--- src/rtl/product_accumulator_if.sv ---
// Product/accumulator handshake bundle: product stream in, block sum out.
// master = upstream/downstream environment, slave = accumulator.
interface product_accumulator_if #(
    parameter int unsigned ACC_W = 12,
    parameter int unsigned CNT_W = 4
);
    logic [7:0]       p_in;
    logic             p_valid;
    logic             p_ready;
    logic [CNT_W-1:0] len;
    logic [ACC_W-1:0] acc_out;
    logic             acc_valid;
    logic             acc_ready;
    logic             ovf;

    modport master (
        output p_in, p_valid, len, acc_ready,
        input  p_ready, acc_out, acc_valid, ovf
    );

    modport slave (
        input  p_in, p_valid, len, acc_ready,
        output p_ready, acc_out, acc_valid, ovf
    );
endinterface

--- src/rtl/product_accumulator.sv ---
// Block accumulator for 8-bit products from a 4x4 array multiplier.
// Sums len products (len=0 treated as 1) and presents the sum with a
// valid/ready handshake. Build option PRODUCT_ACCUMULATOR_SATURATE_EN
// clamps the sum on overflow; otherwise the sum wraps modulo 2^ACC_W.
module product_accumulator #(
    parameter int unsigned ACC_W = 12,
    parameter int unsigned CNT_W = 4
) (
    input  logic clk,
    input  logic rst,
    product_accumulator_if.slave bus
);
    localparam int unsigned SUM_W = ACC_W + 1;

    typedef enum logic [1:0] {
        IDLE = 2'd0,
        ACC  = 2'd1,
        DONE = 2'd2
    } state_t;

    state_t           state, state_next;
    logic [ACC_W-1:0] acc, acc_next;
    logic [CNT_W-1:0] cnt, cnt_next;
    logic [CNT_W-1:0] len_q, len_q_next;
    logic             ovf_q, ovf_next;
    logic             p_ready_q;
    logic             acc_valid_q;

    logic [SUM_W-1:0] sum;
    logic             carry;
    logic             take;
    logic [CNT_W-1:0] cnt_inc;

    // Widened sum, product transfer strobe and counter increment
    always_comb begin
        sum     = {1'b0, acc} + SUM_W'(bus.p_in);
        carry   = sum[ACC_W];
        take    = bus.p_valid & p_ready_q;
        cnt_inc = cnt + CNT_W'(1);
    end

    // Next-state and datapath update
    always_comb begin
        state_next = state;
        acc_next   = acc;
        cnt_next   = cnt;
        len_q_next = len_q;
        ovf_next   = ovf_q;
        case (state)
            IDLE: begin
                if (take) begin
                    acc_next   = ACC_W'(bus.p_in);
                    cnt_next   = CNT_W'(1);
                    len_q_next = bus.len;
                    ovf_next   = 1'b0;
                    state_next = (bus.len <= CNT_W'(1)) ? DONE : ACC;
                end
            end
            ACC: begin
                if (take) begin
                    ovf_next = ovf_q | carry;
`ifdef PRODUCT_ACCUMULATOR_SATURATE_EN
                    acc_next = carry ? {ACC_W{1'b1}} : sum[ACC_W-1:0];
`else
                    acc_next = sum[ACC_W-1:0];
`endif
                    cnt_next = cnt_inc;
                    if (cnt_inc == len_q) begin
                        state_next = DONE;
                    end
                end
            end
            DONE: begin
                if (bus.acc_ready) begin
                    state_next = IDLE;
                end
            end
            default: state_next = IDLE;
        endcase
    end

    // State, datapath and handshake output registers
    always_ff @(posedge clk or posedge rst) begin
        if (rst) begin
            state       <= IDLE;
            acc         <= '0;
            cnt         <= '0;
            len_q       <= '0;
            ovf_q       <= 1'b0;
            p_ready_q   <= 1'b1;
            acc_valid_q <= 1'b0;
        end else begin
            state       <= state_next;
            acc         <= acc_next;
            cnt         <= cnt_next;
            len_q       <= len_q_next;
            ovf_q       <= ovf_next;
            p_ready_q   <= (state_next != DONE);
            acc_valid_q <= (state_next == DONE);
        end
    end

    assign bus.p_ready   = p_ready_q;
    assign bus.acc_valid = acc_valid_q;
    assign bus.acc_out   = acc;
    assign bus.ovf       = ovf_q;
endmodule
--- src/flat_wrapper.sv ---
// flat-port wrapper written by rule: the top's interface ports become plain ports
module product_accumulator_flat 
#(
    parameter int unsigned ACC_W = 12,
    parameter int unsigned CNT_W = 4
)
  (clk, rst, bus_p_in, bus_p_valid, bus_len, bus_acc_ready, bus_p_ready, bus_acc_out, bus_acc_valid, bus_ovf);
  product_accumulator_if #(.ACC_W(ACC_W), .CNT_W(CNT_W)) bus_i ();
  input  logic clk;
  input  logic rst;
  input wire logic [$bits(bus_i.p_in)-1:0] bus_p_in;
  input wire logic [$bits(bus_i.p_valid)-1:0] bus_p_valid;
  input wire logic [$bits(bus_i.len)-1:0] bus_len;
  input wire logic [$bits(bus_i.acc_ready)-1:0] bus_acc_ready;
  output wire logic [$bits(bus_i.p_ready)-1:0] bus_p_ready;
  output wire logic [$bits(bus_i.acc_out)-1:0] bus_acc_out;
  output wire logic [$bits(bus_i.acc_valid)-1:0] bus_acc_valid;
  output wire logic [$bits(bus_i.ovf)-1:0] bus_ovf;
  assign bus_i.p_in = bus_p_in;
  assign bus_i.p_valid = bus_p_valid;
  assign bus_i.len = bus_len;
  assign bus_i.acc_ready = bus_acc_ready;
  assign bus_p_ready = bus_i.p_ready;
  assign bus_acc_out = bus_i.acc_out;
  assign bus_acc_valid = bus_i.acc_valid;
  assign bus_ovf = bus_i.ovf;
  product_accumulator #(.ACC_W(ACC_W), .CNT_W(CNT_W)) u_core (.clk(clk), .rst(rst), .bus(bus_i));
endmodule
--- config.mk ---
export PLATFORM = sky130hd
export DESIGN_NAME = product_accumulator_flat
export DESIGN_NICKNAME = d
export VERILOG_FILES = /design/src/rtl/product_accumulator_if.sv /design/src/rtl/product_accumulator.sv /design/src/flat_wrapper.sv
export SDC_FILE = /design/constraint.sdc
export NUM_CORES = 1
export LEC_CHECK = 0
export BUFFER_PORTS_ARGS = -buffer_cell sky130_fd_sc_hd__buf_4
export CAP_MARGIN = 10
export CORE_MARGIN = 5
export CORE_UTILIZATION = 58
export CTS_CLUSTER_SIZE = 24
export DETAILED_ROUTE_END_ITERATION = 10
export PLACE_DENSITY = 0.84
export SLEW_MARGIN = 20
export SYNTH_ARGS = -nofsm -noshare
export SYNTH_HDL_FRONTEND = slang
export SYNTH_SLANG_ARGS = --single-unit
--- constraint.sdc ---
create_clock -name clk -period 3.13 [get_ports clk]
set_input_delay 0.626 -clock clk [delete_from_list [all_inputs] [get_ports clk]]
set_output_delay 0.626 -clock clk [all_outputs]
set_load 0.05 [all_outputs]
### Yosys cells after proc, flatten, opt, wreduce, memory -nomap -nowiden

Index checks and enable logic that the tools add are counted.

| word-level totals | value |
|---|---|
| register bits after elaboration | 25 |
| input bits | 16 |
| output and inout port bits | 15 |
| word-level logic and storage cells | 38 |

| operators by class | value |
|---|---|
| add/sub/neg operators | 2 |
| $lt $le $gt $ge | 1 |
| eq/ne operators | 7 |
| muxes and demuxes | 15 |
| bitwise gates (word level) | 2 |
| reduce and logical (&&, ||, !) cells | 4 |

Operator list:

| kind | number |
|---|---|
| $mux W12 | 2 |
| $pmux W12 S2 | 1 |
| $add A12 B8 Y13 | 1 |
| $mux W2 | 5 |
| $mux W4 | 2 |
| $pmux W4 S2 | 1 |
| $pmux W2 S3 | 1 |
| $add A4 B1 Y4 const B | 1 |
| $eq A2 B2 Y1 const B | 2 |
| $eq A4 B4 Y1 | 1 |
| $le A4 B1 Y1 const B | 1 |
| $ne A2 B1 Y1 const B | 2 |
| $reduce_and A3 Y1 | 1 |
| $eq A2 B1 Y1 const B | 1 |
| $logic_not A2 Y1 | 1 |
| $mux W1 | 2 |
| $ne A2 B2 Y1 const B | 1 |
| $pmux W1 S2 | 1 |
| $reduce_and A2 Y1 | 1 |
| $reduce_bool A2 Y1 | 1 |
| $and A1 B1 Y1 | 1 |
| $or A1 B1 Y1 | 1 |

### Depth between registers and ports, before layout

| logic depth | value |
|---|---|
| depth after elaboration | 6 |
| mapped depth | 8 |
| depth with buffers taken out | 8 |

### Worst setup path before layout

OpenSTA, ideal clock, no wires.

| path | value |
|---|---|
| path kind | register -> register |
| from | reg u_core.acc[0] (netlist: u_core.bus.acc_out[0]) |
| to | reg u_core.acc[10] (netlist: u_core.bus.acc_out[10]) |
| library setup time | 0.121 ns |
| arrival time | 2.331 ns |
| required time | 3.009 ns |
| path slack | 0.678 ns |
| stages on the path, launching flop included | 9 |
| buffers on the path | 0 |
| period minus slack after synthesis | 2.452 ns |
| cells stage by stage | dfrtp_1 > ha_1 > fa_1 > a211oi_1 > o21ai_2 > a31oi_2 > or4_1 > nand2_1 > a22o_2 |

| on the way | value |
|---|---|
| cells in the longest elaborated chain, start to end | 3 |

Ends and longest elaborated chain:

| what | RTL line | source |
|---|---|---|
| start, declared | product_accumulator.sv:22 | `logic [ACC_W-1:0] acc, acc_next;` |
| start signal, assigned | product_accumulator.sv:94 | `acc <= acc_next;` |
| $add A12 B8 Y13 | product_accumulator.sv:36 | `sum = {1'b0, acc} + SUM_W'(bus.p_in);` |
| $mux W12 | product_accumulator.sv:60 | `if (take) begin` |
| $pmux W12 S2 | product_accumulator.sv:49 | `case (state)` |

No other way between the ends. The select of a mux whose other input is x is not followed.
A chain may end at the register's enable or synchronous reset.

### Final worst setup path

Same ends and word-level chain as after synthesis.

==> impl_metrics.ini <==
[cts]
root_buffer = clkbuf_4
cts_resized = 0
clk_latency_ps = 320
cts_tree = built
h-tree-depth = 1
cts_hold_buf = 0
numClockSinks = 25
cts.path.max_buffers = 2
clk_pin_slew_ps = 140
cts_buffers = 3
cts_setup_buffers = 0

[floorplan]
die_height_microns = 61.1
core_sq_um = 2480
dieArea_sq_um = 3730
initial_core_util_pct = 61.0
io_pins = 31
fp-row-count = 18
die_w_microns = 61.1

[routing]
vias = 1258
drt_iter0_drc = 47
vias_per_cell = 5.88
drtPass1Iterations = 4
routed_wl_microns = 3330
drc = 0
ant_nets = 0
wire_per_inst_microns = 15.5

[timing]
slew_headroom_pct = 39.4
whs_ps = 491
grt_setup_unrepaired = false
setup_ws_ps = 769
final-setup-viol-count = 0
finClkSkew_ps = 1.56
finalMaxSlewViolations = 0
tightestPinTransition_ps = 908
period_minus_slack_ps = 2360
max_clock_freq_mhz = 423
finalSetupTns_ps = 0
period_share_pct = 75.4
hold_violations = 0

[synth]
avgSynthCellArea_sq_um = 9.81
ys_types = 39
synth_top_cell_by_area = dfrtp_1
ys_warn_count = 0
synth_top_area_share_pct = 39.7
synth_seq_cells = 25
ys_top_cells_by_area = dfrtp_1 40%, ha_1 7.5%, xnor2_1 5.2%
syn_area_sq_um = 1510
synth_ff_type = dfrtp_1
syn-instance-count = 154
synth_nets = 180
synth_edf_count = 0
ys_seq_area_share_pct = 41.5
postSynth.asyncResetShare_pct = 100

[critical_path]
r2r_cells = 8
cp_max_fo = 5
arrival_ps = 2590
crit_type = register to register
r2r_start = u_core.bus.acc_out[0]
crit_required_ps = 3350
ff2ff_setup_slack_ps = 770
critPathCaptureType = register
r2r-end = u_core.bus.acc_out[10]
startpoint_type = register

[global_routing]
grt_pass1_vias = 1306
grt_max_degree = 26
use_met2_pct = 36.9
grt_pass1_wl_microns = 5660
grt_use_total_pct = 20.1
met3_usage_pct = 1.89
top_usage_layer = met2
antenna_found_initial = 0
gr-total-overflow = 0
use_met1_pct = 24.7

[layout]
design_area_sq_um = 1790
fin_cells = 214
syn_to_final_growth_pct = 18.3
nNetsFinal = 211
drive_gt1_share_pct = 23.9
antenna_cells = 0
n_fill_cell = 197

[placed_design]
place_congestion = 0.837
portBuffers = 30
place_ws_ps = 486
dp_hpwl_microns = 2540
dpl_cell_area_sq_um = 1760
dp_cells = 210

[power]
power_density_nw_per_um2 = 1150
vdd_drop_max_uv = 746
p_leak_nw = 0.860

[outcome]
status = completed

[job]
maxCapViolations = 0

[min_path]
hp-class = input pin to asynchronous set/reset pin
cells in the final DEF, fill, tap and decap left out, types with 2 or more instances in the layout:
| cell type | count |
|---|---|
| nor3_1 | 4 |
| o21ai_0 | 14 |
| xor2_1 | 4 |
| o211ai_1 | 2 |
| xnor2_1 | 9 |
| nand4_1 | 3 |
| dfrtp_1 | 24 |
| nand2b_1 | 2 |
| nand3_1 | 7 |
| a21oi_1 | 9 |
| a21o_1 | 4 |
| mux2_2 | 5 |
| clkbuf_4 | 3 |
| ha_1 | 9 |
| nor3b_1 | 2 |
| inv_1 | 4 |
| buf_4 | 31 |
| nand2_1 | 15 |
| mux2i_1 | 6 |
| nor2_1 | 7 |
worst max-delay path by stage:
stage | from | end | slack [ps] | depth (start not counted)
after global routing | u_core.bus.acc_out[0] | u_core.bus.acc_out[6] | 610 | 8
after CTS | u_core.bus.acc_out[0] | u_core.bus.acc_out[10] | 800 | 8
after detailed placement | bus_p_in[0] | u_core.bus.acc_out[10] | 490 | 9
final | u_core.bus.acc_out[0] | u_core.bus.acc_out[10] | 770 | 8
after floorplan | u_core.bus.acc_out[0] | u_core.bus.acc_out[10] | 680 | 8
after global placement | bus_p_in[0] | u_core.bus.acc_out[10] | 510 | 9
critical path, stage by stage, from the launching register on:
cell and delay, ps:
dfrtp_1 420, ha_1 230, fa_1 430, a211oi_1 390, o21ai_2 110, a31oi_2 280
or4_1 150, nand2_1 50, a22o_2 200
cells in the mapped netlist, types with 3 or more instances:
master and number:
xor2_1 4, xnor2_1 9, a21oi_1 9, mux2i_1 6, ha_1 9, inv_1 4
nor2_1 7, nand2_1 15, dfrtp_1 24, clkbuf_1 3, nor3_1 4, nand3_1 7
a21o_1 4, nand4_1 3, o21ai_0 14, mux2_2 5
stage by stage:
| stage | util [%] | power [W] |
|---|---|---|
| finish | 72.2 | 0.00205 |
| global route | 72.2 | 0.00221 |
| CTS | 72.2 | 0.00206 |
| detailed placement | 71.1 | 0.00191 |
| global placement | 71.1 | 0.00184 |
| floorplan | - | 0.00159 |
registers in the layout, summed over array words and instances, names as in the netlist:
signal,count
u_core.bus.acc_out,12
u_core.cnt,4
u_core.len_q,4
u_core.state,2
u_core.bus.acc_valid,1
u_core.bus.ovf,1
u_core.bus.p_ready,1
per-layer routing:
layer | part of all wire, % | routed length, microns | vias to the layer above
met1 | 43 | 1430 | 608
li1 | - | - | 621
met2 | 52 | 1750 | 25
met5 | 0 | 0 | -
met4 | 0.81 | 27 | 0
met3 | 3.7 | 124 | 4
power by group:
group | internal (W) | leakage (nW) | switching [W] | total, W
Clock | 0.0000478 | 0.0177 | 0.0000982 | 0.000146
Combinational | 0.000508 | 0.534 | 0.000753 | 0.00126
Sequential | 0.000466 | 0.308 | 0.000176 | 0.000643
Total | 0.00102 | 0.860 | 0.00103 | 0.00205
kinds of logic (layout without fill, tap and decap cells):
group,count (synthesis),in the layout,share of synthesized area (%)
AOI/OAI and AO/OA,40,40,16.9
buffers and inverters,9,39,2.40
adders and majority gates,10,10,8.78
DFF,25,25,41.5
and+or+nand+nor,46,46,15.2
xor gates and xnor gates,13,13,7.53
muxes,11,11,7.70
layout make-up:
cell class / count / area (sq um) / area share (%)
clock buffer: 3 / 22.5 / 1.26
clock inverter: 1 / 5.00 / 0.280
inverter: 4 / 15.0 / 0.840
multi-input combinational: 120 / 848 / 47.4
sequential: 25 / 627 / 35.1
tap: 30 / 37.5 / 2.10
timing repair buffer: 31 / 233 / 13.0
(Power assumes the default switching activity.)
